==> config.mk <==
export PLATFORM = sky130hd
export DESIGN_NAME = spi_cmd_decoder
export DESIGN_NICKNAME = d
export VERILOG_FILES = /design/src/rtl/spi_cmd_pkg.sv /design/src/rtl/cs_sync.sv /design/src/rtl/spi_cmd_decoder.sv
export SDC_FILE = /design/constraint.sdc
export NUM_CORES = 1
export LEC_CHECK = 0
export CORE_UTILIZATION = 43
export CTS_BUF_LIST = sky130_fd_sc_hd__clkbuf_4 sky130_fd_sc_hd__clkbuf_8
export CTS_CLUSTER_SIZE = 28
export DETAILED_ROUTE_END_ITERATION = 7
export GPL_TIMING_DRIVEN = 0
export PLACE_DENSITY_LB_ADDON = 0.2
export SLEW_MARGIN = 20
export SYNTH_ARGS = -nofsm -noshare
export SYNTH_HDL_FRONTEND = slang
export SYNTH_SLANG_ARGS = --single-unit
==> constraint.sdc <==
create_clock -name i_Clk -period 2.2 [get_ports i_Clk]
set_clock_uncertainty 0.2 [all_clocks]
set_input_delay 0.44 -clock i_Clk [delete_from_list [all_inputs] [get_ports i_Clk]]
set_output_delay 0.44 -clock i_Clk [all_outputs]
set_load 0.01 [all_outputs]
==> src/rtl/spi_cmd_pkg.sv <==
// Shared types and constants for the SPI command decoder.
package spi_cmd_pkg;

  localparam int         CMD_WR_BIT          = 7;
  localparam int         ADDR_W              = 7;
  localparam logic [7:0] STATUS_BYTE_DEFAULT = 8'hA5;

  typedef enum logic [2:0] {
    ST_IDLE,
    ST_CMD,
    ST_WR_DATA,
    ST_RD_FETCH,
    ST_RD_LOAD,
    ST_RD_WAIT
  } cmd_state_t;

endpackage

==> src/rtl/cs_sync.sv <==
// Two-flop synchroniser for the raw SPI chip select with edge pulses.
// o_Valid marks the point where the synced value reflects a real sample, not the reset value.
module cs_sync (
  input  logic i_Clk,
  input  logic i_Rst,
  input  logic i_Async,
  output logic o_Sync,
  output logic o_Rise,
  output logic o_Fall,
  output logic o_Valid
);

  logic [2:0] r_shift;
  logic [1:0] r_vld;

  // NOTE: the chain resets to 1 (CS idle level) so reset release never fabricates a CS edge on its own.
  always_ff @(posedge i_Clk or posedge i_Rst) begin
    if (i_Rst) begin
      r_shift <= '1;
      r_vld   <= '0;
    end else begin
      r_shift <= {r_shift[1:0], i_Async};
      r_vld   <= {r_vld[0], 1'b1};
    end
  end

  assign o_Sync  = r_shift[1];
  assign o_Rise  = r_shift[1] & ~r_shift[2];
  assign o_Fall  = ~r_shift[1] & r_shift[2];
  assign o_Valid = r_vld[1];

endmodule

==> src/rtl/spi_cmd_decoder.sv <==
// Turns SPI_Slave byte traffic into register-file write/read strobes with auto-incrementing
// address, and feeds read data back to the slave one byte ahead of MISO.
module spi_cmd_decoder
  import spi_cmd_pkg::*;
#(
  parameter logic [7:0] STATUS_BYTE = STATUS_BYTE_DEFAULT,
  parameter bit         AUTO_INC    = 1'b1
) (
  input  logic              i_Clk,
  input  logic              i_Rst,
  input  logic              i_SPI_CS_n,
  input  logic              i_RX_DV,
  input  logic [7:0]        i_RX_Byte,
  output logic              o_TX_DV,
  output logic [7:0]        o_TX_Byte,
  output logic [ADDR_W-1:0] o_Reg_Addr,
  output logic              o_Reg_Wr_En,
  output logic [7:0]        o_Reg_Wr_Data,
  output logic              o_Reg_Rd_En,
  input  logic [7:0]        i_Reg_Rd_Data,
  output logic              o_Busy,
  output logic              o_Frame_Abort
);

  logic w_cs_sync, w_cs_rise, w_cs_fall, w_cs_valid;

  cs_sync u_cs_sync (
    .i_Clk   (i_Clk),
    .i_Rst   (i_Rst),
    .i_Async (i_SPI_CS_n),
    .o_Sync  (w_cs_sync),
    .o_Rise  (w_cs_rise),
    .o_Fall  (w_cs_fall),
    .o_Valid (w_cs_valid)
  );

  cmd_state_t        r_state;
  logic              r_armed, r_data_seen, r_busy, r_abort;
  logic              r_tx_dv, r_wr_en, r_rd_en;
  logic [7:0]        r_tx_byte, r_wr_data;
  logic [ADDR_W-1:0] r_addr;

  always_ff @(posedge i_Clk or posedge i_Rst) begin
    if (i_Rst) begin
      r_state     <= ST_IDLE;
      r_armed     <= 1'b0;
      r_data_seen <= 1'b0;
      r_busy      <= 1'b0;
      r_abort     <= 1'b0;
      r_tx_dv     <= 1'b0;
      r_wr_en     <= 1'b0;
      r_rd_en     <= 1'b0;
      r_tx_byte   <= '0;
      r_wr_data   <= '0;
      r_addr      <= '0;
    end else begin
      // NOTE: strobes default low every cycle, so no path can hold one high for two cycles.
      r_tx_dv <= 1'b0;
      r_wr_en <= 1'b0;
      r_rd_en <= 1'b0;
      r_abort <= 1'b0;

      if (w_cs_valid && w_cs_sync)
        r_armed <= 1'b1;

      // Write address advances the cycle after the strobe so o_Reg_Addr is stable during it.
      if (r_wr_en && AUTO_INC)
        r_addr <= r_addr + ADDR_W'(1);

      if (r_state != ST_IDLE && w_cs_rise) begin
        r_state <= ST_IDLE;
        r_busy  <= 1'b0;
        if (r_state == ST_CMD || (r_state == ST_RD_WAIT && !r_data_seen))
          r_abort <= 1'b1;
        if (r_state == ST_WR_DATA) begin
          if (i_RX_DV) begin
            r_wr_en   <= 1'b1;
            r_wr_data <= i_RX_Byte;
          end else if (!r_data_seen) begin
            r_abort <= 1'b1;
          end
        end
      end else begin
        case (r_state)
          ST_IDLE: begin
            if (w_cs_fall && r_armed) begin
              r_tx_dv     <= 1'b1;
              r_tx_byte   <= STATUS_BYTE;
              r_busy      <= 1'b1;
              r_data_seen <= 1'b0;
              r_state     <= ST_CMD;
            end
          end
          ST_CMD: begin
            if (i_RX_DV) begin
              r_addr <= i_RX_Byte[ADDR_W-1:0];
              if (i_RX_Byte[CMD_WR_BIT]) begin
                r_state <= ST_WR_DATA;
              end else begin
                r_rd_en <= 1'b1;
                r_state <= ST_RD_FETCH;
              end
            end
          end
          ST_WR_DATA: begin
            if (i_RX_DV) begin
              r_wr_en     <= 1'b1;
              r_wr_data   <= i_RX_Byte;
              r_data_seen <= 1'b1;
            end
          end
          ST_RD_FETCH: r_state <= ST_RD_LOAD;
          ST_RD_LOAD: begin
            r_tx_dv   <= 1'b1;
            r_tx_byte <= i_Reg_Rd_Data;
            r_state   <= ST_RD_WAIT;
          end
          ST_RD_WAIT: begin
            if (i_RX_DV) begin
              r_data_seen <= 1'b1;
              if (AUTO_INC)
                r_addr <= r_addr + ADDR_W'(1);
              r_rd_en <= 1'b1;
              r_state <= ST_RD_FETCH;
            end
          end
          default: r_state <= ST_IDLE;
        endcase
      end
    end
  end

  assign o_TX_DV       = r_tx_dv;
  assign o_TX_Byte     = r_tx_byte;
  assign o_Reg_Addr    = r_addr;
  assign o_Reg_Wr_En   = r_wr_en;
  assign o_Reg_Wr_Data = r_wr_data;
  assign o_Reg_Rd_En   = r_rd_en;
  assign o_Busy        = r_busy;
  assign o_Frame_Abort = r_abort;

endmodule

Word-level counts from Yosys, hierarchy flattened:

Index checks and enable logic that the tools add are counted.

* input bits: 20
* word-level logic and storage cells: 81
* register bits: 38
* latch bits: 0
* output and inout port bits: 28
* bits in read-only memories: 0
* memory bits (writable): 0
* memories kept: 0

* equality and inequality tests: 11
* add/sub/neg operators: 1
* $lt $le $gt $ge: 0
* muxes and demuxes: 33
* bitwise operators: 5
* reductions and logical operators: 18
* $mul: 0
* shift-type cells: 0
* divide/modulo/power cells: 0

Operators with widths (count)
* $mux W7: 4
* $mux W1: 18
* $pmux W3 S6: 1
* $pmux W8 S2: 1
* $pmux W7 S2: 1
* $mux W3: 4
* $ne A3 B3 Y1 const B: 3
* $mux W8: 1
* $reduce_and A4 Y1: 2
* $reduce_bool A2 Y1: 4
* $add A7 B1 Y7 const B: 1
* $eq A3 B2 Y1 const B: 2
* $eq A3 B3 Y1 const B: 2
* $pmux W1 S2: 3
* $logic_and A1 B1 Y1: 4
* $ne A2 B2 Y1 const B: 2
* $reduce_and A2 Y1: 2
* $eq A3 B1 Y1 const B: 1
* $logic_not A3 Y1: 1
* $not A1 Y1: 3
* $reduce_and A3 Y1: 1
* $reduce_bool A3 Y1: 1
* $and A1 B1 Y1: 2
* $ne A2 B1 Y1 const B: 1
* 3 further kinds: 3

Depth between registers and ports, before layout:

* depth in word-level cells: 8
* mapped depth: 6
* gate-level depth less buffers: 5

Cells and area by module:

From an unflattened synthesis, not the netlist that was laid out.

* cells, all modules: 176
* area total of the unflattened synthesis: 1843.0 um2

Modules (own cells, without submodules)
* spi_cmd_decoder: area an instance 1691.6 um2, sequential area each 825.8 um2, times used 1, cells an instance 167
* cs_sync: area an instance 151.4 um2, sequential area each 128.9 um2, times used 1, cells an instance 9

Least setup slack after synthesis:

Ideal clock, no wire load.

* path kind: register to register
* from: register u_cs_sync.r_shift[2]
* to: register r_addr[5] (netlist: o_Reg_Addr[5])
* arrival time: 1433 ps
* buffers on the path: 1
* path slack: 502 ps
* library setup time: 65 ps
* cell stages (with the launch flop): 6
* clock period less this slack: 1698 ps
* data required time: 1935 ps
* cells stage by stage: dfstp_2 > nor2b_4 > buf_6 > or4_1 > mux2i_1 > a221o_2

* cells in the longest elaborated chain, start to end: 4

RTL lines
* from (decl): line cs_sync.sv:13 `logic [2:0] r_shift;`
* from (signal assigned): line cs_sync.sv:22 `r_shift <= {r_shift[1:0], i_Async};`
* $not A1 Y1: line cs_sync.sv:28 `assign o_Rise = r_shift[1] & ~r_shift[2];`
* $and A1 B1 Y1: line cs_sync.sv:28
* $logic_and A1 B1 Y1: line spi_cmd_decoder.sv:70 `if (r_state != ST_IDLE && w_cs_rise) begin`
* $mux W7: line spi_cmd_decoder.sv:70
* to (signal assigned): line spi_cmd_decoder.sv:68 `r_addr <= r_addr + ADDR_W'(1);`
* to (signal assigned): line spi_cmd_decoder.sv:96 `r_addr <= i_RX_Byte[ADDR_W-1:0];`
* to (signal assigned): line spi_cmd_decoder.sv:122 `r_addr <= r_addr + ADDR_W'(1);`
* to (decl): line spi_cmd_decoder.sv:41 `logic [ADDR_W-1:0] r_addr;`

No other way between the ends.
A chain may end at the register's enable or synchronous reset.

Worst setup path in the final report:

* from: register r_addr[2] (netlist: o_Reg_Addr[2])
* to: output port o_Reg_Addr[2]

RTL lines
* to (decl): line spi_cmd_decoder.sv:16 `output logic [ADDR_W-1:0] o_Reg_Addr,`

No word-level cell between the ends.

==> impl_results.md <==
* Dpl ws at -0.01080 ns
* CTS root buf: clkbuf_8
* CP startpoint kind: flop
* Max Slew Vio Count at 0
* PwrDens at 1288 nW/µm²
* Slack of the worst reg-to-reg path at 0.33 ns
* Clock power frac at 0.162
* Worst path arrival time at 1.39 ns
* Routed vias/inst at 5.581
* WL final at 4092 µm
* Number of global-route vias before repair at 1399
* Most common cell after layout, fill and taps aside: clkdlybuf4s50_1
* Vias at 1490
* Syn nets at 185
* Max Root-Sink Buffers at 2
* Tot GR Track Use at 0.2042
* Drt drc at 0
* RSZ-0062 raised after global routing: false
* CTS Buf Count at 5
* Seq pwr share at 0.384
* Synth warn at 0
* CP max-delay cell: clkdlybuf4s50_1
* Mapped Area at 1769 µm²
* CP Class: flop to output port
* Core ar. at 3799 µm²
* Fmax at 493.3 MHz
* Multi-input logic area at 745.7 µm²
* Worst skew pair latency at 0.28 ns
* Die Height at 66.15 µm
* Setup crit end kind: output port
* Max cap viols at 0
* First-pass DRT Iterations at 4
* Most frequent cells in the layout: 47 x clkdlybuf4s50_1, 35 x dfrtp_1, 10 x nor2_1, 10 x nand2_1, 9 x mux2_2
* Row count at 22
* Sinks on Clock Net at 38
* GR Overflow Total at 0
* Final setup viols at 0
* Mean Syn Cell Area at 10.79 µm²
* Worst path required time at 1.56 ns
* Pint at 1.983 mW
* Slew @ Worst Pin at 0.7758 ns
* Die ar. at 4375 µm²
* Post-cts resize count at 0
* Top cells by area, synth: dfrtp_1 50%, mux2_2 5.7%, dfstp_2 4.5%, mux2i_1 2.3%, nand2_1 2.1%
* Starting density of the core at 0.4657
* Worst r2r path cells at 4
* Synth Instances at 164
* Status: finished, final reports clean
* CP cell instances: clkdlybuf4s50_1
* Hold_sp: u_cs_sync.r_vld[0]$_DFF_PP0_
* Combinational share of power at 0.454
* Htree depth at 2
* Initial antenna violation count at 0
* Min-Delay Path Class: flop to flop
* Final net count at 239
* Layout Cells excl Fill at 267
* Setup ws final at 0.1729 ns
* Fillers at 302
* Area fraction of the dominant cell type after synthesis at 0.4950
* Worst vdd ir at 704.0 µV
* Largest area contributor in the synthesized netlist: dfrtp_1
* Final HPWL DP at 2958 µm
* Post-DRT Antenna Nets at 0
* Crit path largest cell delay at 0.59 ns
* RR Startpoint: u_cs_sync.r_shift[2]$_DFF_PP1_
* P&R area growth vs syn at 35.36%
* Library cells used by synthesis at 44
* WP buf/inv at 1
* #FFs+latches synth at 38
* Routability cong. at 0.8064
* Hold buffers post-CTS at 0
* Hold Vio Cnt, Final at 0
* # diodes at 0
* Initial drt markers at 91
* TritonCTS clock tree: done
* Clock period minus worst slack at 2.027 ns
* End of the worst hold path: u_cs_sync.r_vld[1]$_DFF_PP0_
* Ports at 48
* Sw Pwr at 1.101 mW
* Layout cell share with drive strength beyond 1 at 0.1324
* Hold Path Stages at 0
* Final worst path period share at 0.9214
* Net Sw Frac at 0.3570
* Seq/Total Area, Yosys at 0.5396
* Routed WL per cell at 15.33 µm
* Die width at 66.15 µm
* Leak at 0.9763 nW
* Count of input and output buffers at 47
* Crit-path max FO at 9
* First-pass GRT wire length at 6520 µm
* Placed insts at 259
* Final Util at 0.6304
* CP delay by family, top: buffers and inverters
* FF+latch area at 954.7 µm²
* Worst reg2reg endpoint: o_Reg_Addr[3]$_DFF_PP0_
* Largest net degree at the start of global routing at 39
* Post-CTS setup buffer count at 0
* Max-Slew Margin vs Limit at 0.4820
* Reg clk slew, reported paths at 0.08 ns
synth_stat cells:
cell type	n
dfrtp_1	35
nand2_1	10
nor2_1	10
mux2_2	9
a21oi_1	7
inv_1	7
nand3_1	7
nor3_1	6
o21ai_0	6
a22o_1	4
a31oi_1	4
buf_2	4
mux2i_1	4
nand4_1	4
o22a_1	4
and3_1	3
dfstp_2	3
xnor2_1	3
a211oi_1	2
a21o_1	2
a22oi_1	2
clkbuf_1	2
nand2b_1	2
nor2b_1	2
nor4_1	2
o22ai_1	2
a21boi_0	1
a221o_2	1
a2bb2oi_1	1
buf_1	1
buf_6	1
conb_1	1
ha_1	1
nand3b_1	1
nor2b_4	1
nor3b_1	1
nor4_2	1
o211ai_1	1
o21a_1	1
o31ai_1	1
o32ai_1	1
o41ai_1	1
or3_1	1
or4_1	1
flip-flops by register name (all words and copies together) (netlist names):
| name | cells |
|---|---|
| o_TX_Byte | 8 |
| o_Reg_Wr_En | 1 |
| o_Reg_Wr_Data | 8 |
| u_cs_sync.r_shift | 3 |
| o_Reg_Rd_En | 1 |
| o_Busy | 1 |
| o_Frame_Abort | 1 |
| o_TX_DV | 1 |
| r_data_seen | 1 |
| r_armed | 1 |
| o_Reg_Addr | 7 |
| u_cs_sync.r_vld | 2 |
| r_state | 3 |
worst max path at each step:
stage	from	to	slack [ns]	cells after the start
2_1_floorplan	u_cs_sync.r_shift[2]$_DFF_PP1_	o_Reg_Addr[5]$_DFF_PP0_	0.50	5
3_3_place_gp	i_Rst	r_armed$_DFFE_PP0P_	-0.06	2
3_5_place_dp	i_RX_DV	o_Reg_Addr[2]$_DFF_PP0_	-0.01	5
4_1_cts	o_Reg_Addr[2]$_DFF_PP0_	o_Reg_Addr[2]	0.17	1
5_1_grt	o_Reg_Addr[2]$_DFF_PP0_	o_Reg_Addr[2]	0.12	1
6_report	o_Reg_Addr[2]$_DFF_PP0_	o_Reg_Addr[2]	0.17	1
layout make-up:
class / instances / share of cell area
Multi-Input combinational cell: 111 / 0.3114
Timing Repair Buffer: 47 / 0.1964
Buffer: 8 / 0.01776
Tap cell: 48 / 0.02508
Clock inverter: 2 / 0.005225
Clock buffer: 6 / 0.03448
Inverter: 7 / 0.01097
Sequential cell: 38 / 0.3986
metal layers:
| layer | vias to the layer above | share of wire | track usage |
|---|---|---|---|
| li1 | 706 | - | - |
| met1 | 736 | 0.47 | 0.2686 |
| met2 | 43 | 0.46 | 0.3176 |
| met3 | 5 | 0.056 | 0.06379 |
| met4 | 0 | 0.010 | 0.06915 |
| met5 | - | 0 | 0 |
power groups by stage:
stage,Sequential [mW],Combinational [mW],Clock (mW)
floorplan,1.27,0.651,0
global placement,1.18,1.37,0
detailed placement,1.19,1.40,0
CTS,1.19,1.41,0.513
global route,1.22,1.52,0.544
finish,1.18,1.40,0.500
cells by family (layout without fill, tap and decap cells):
kind of cell | after synthesis | in the layout | synth area share
XOR/XNOR | 3 | 3 | 0.01485
AO/OA/AOI/OAI | 41 | 41 | 0.1612
flip-flops | 38 | 38 | 0.5396
AND/OR/NAND/NOR | 52 | 52 | 0.1563
buffers and inverters | 15 | 70 | 0.03890
adder cells (fa/ha/maj) | 1 | 1 | 0.007071
other | 1 | 1 | 0.002120
multiplexers | 13 | 13 | 0.07992
stage by stage:
stage	setup TNS (ns)	area (µm²)	power [mW]	hold slack, ns
final	0	2395	3.084	0.1530
after global routing	0	2395	3.287	0.1609
after CTS	0	2395	3.104	0.1535
after detailed placement	-0.01819	2300	2.590	0.1355
after global placement	-2.005	2300	2.543	0.1346
after floorplan	0	1769	1.921	0.1312
No activity file was read; power rests on OpenSTA's default activity.
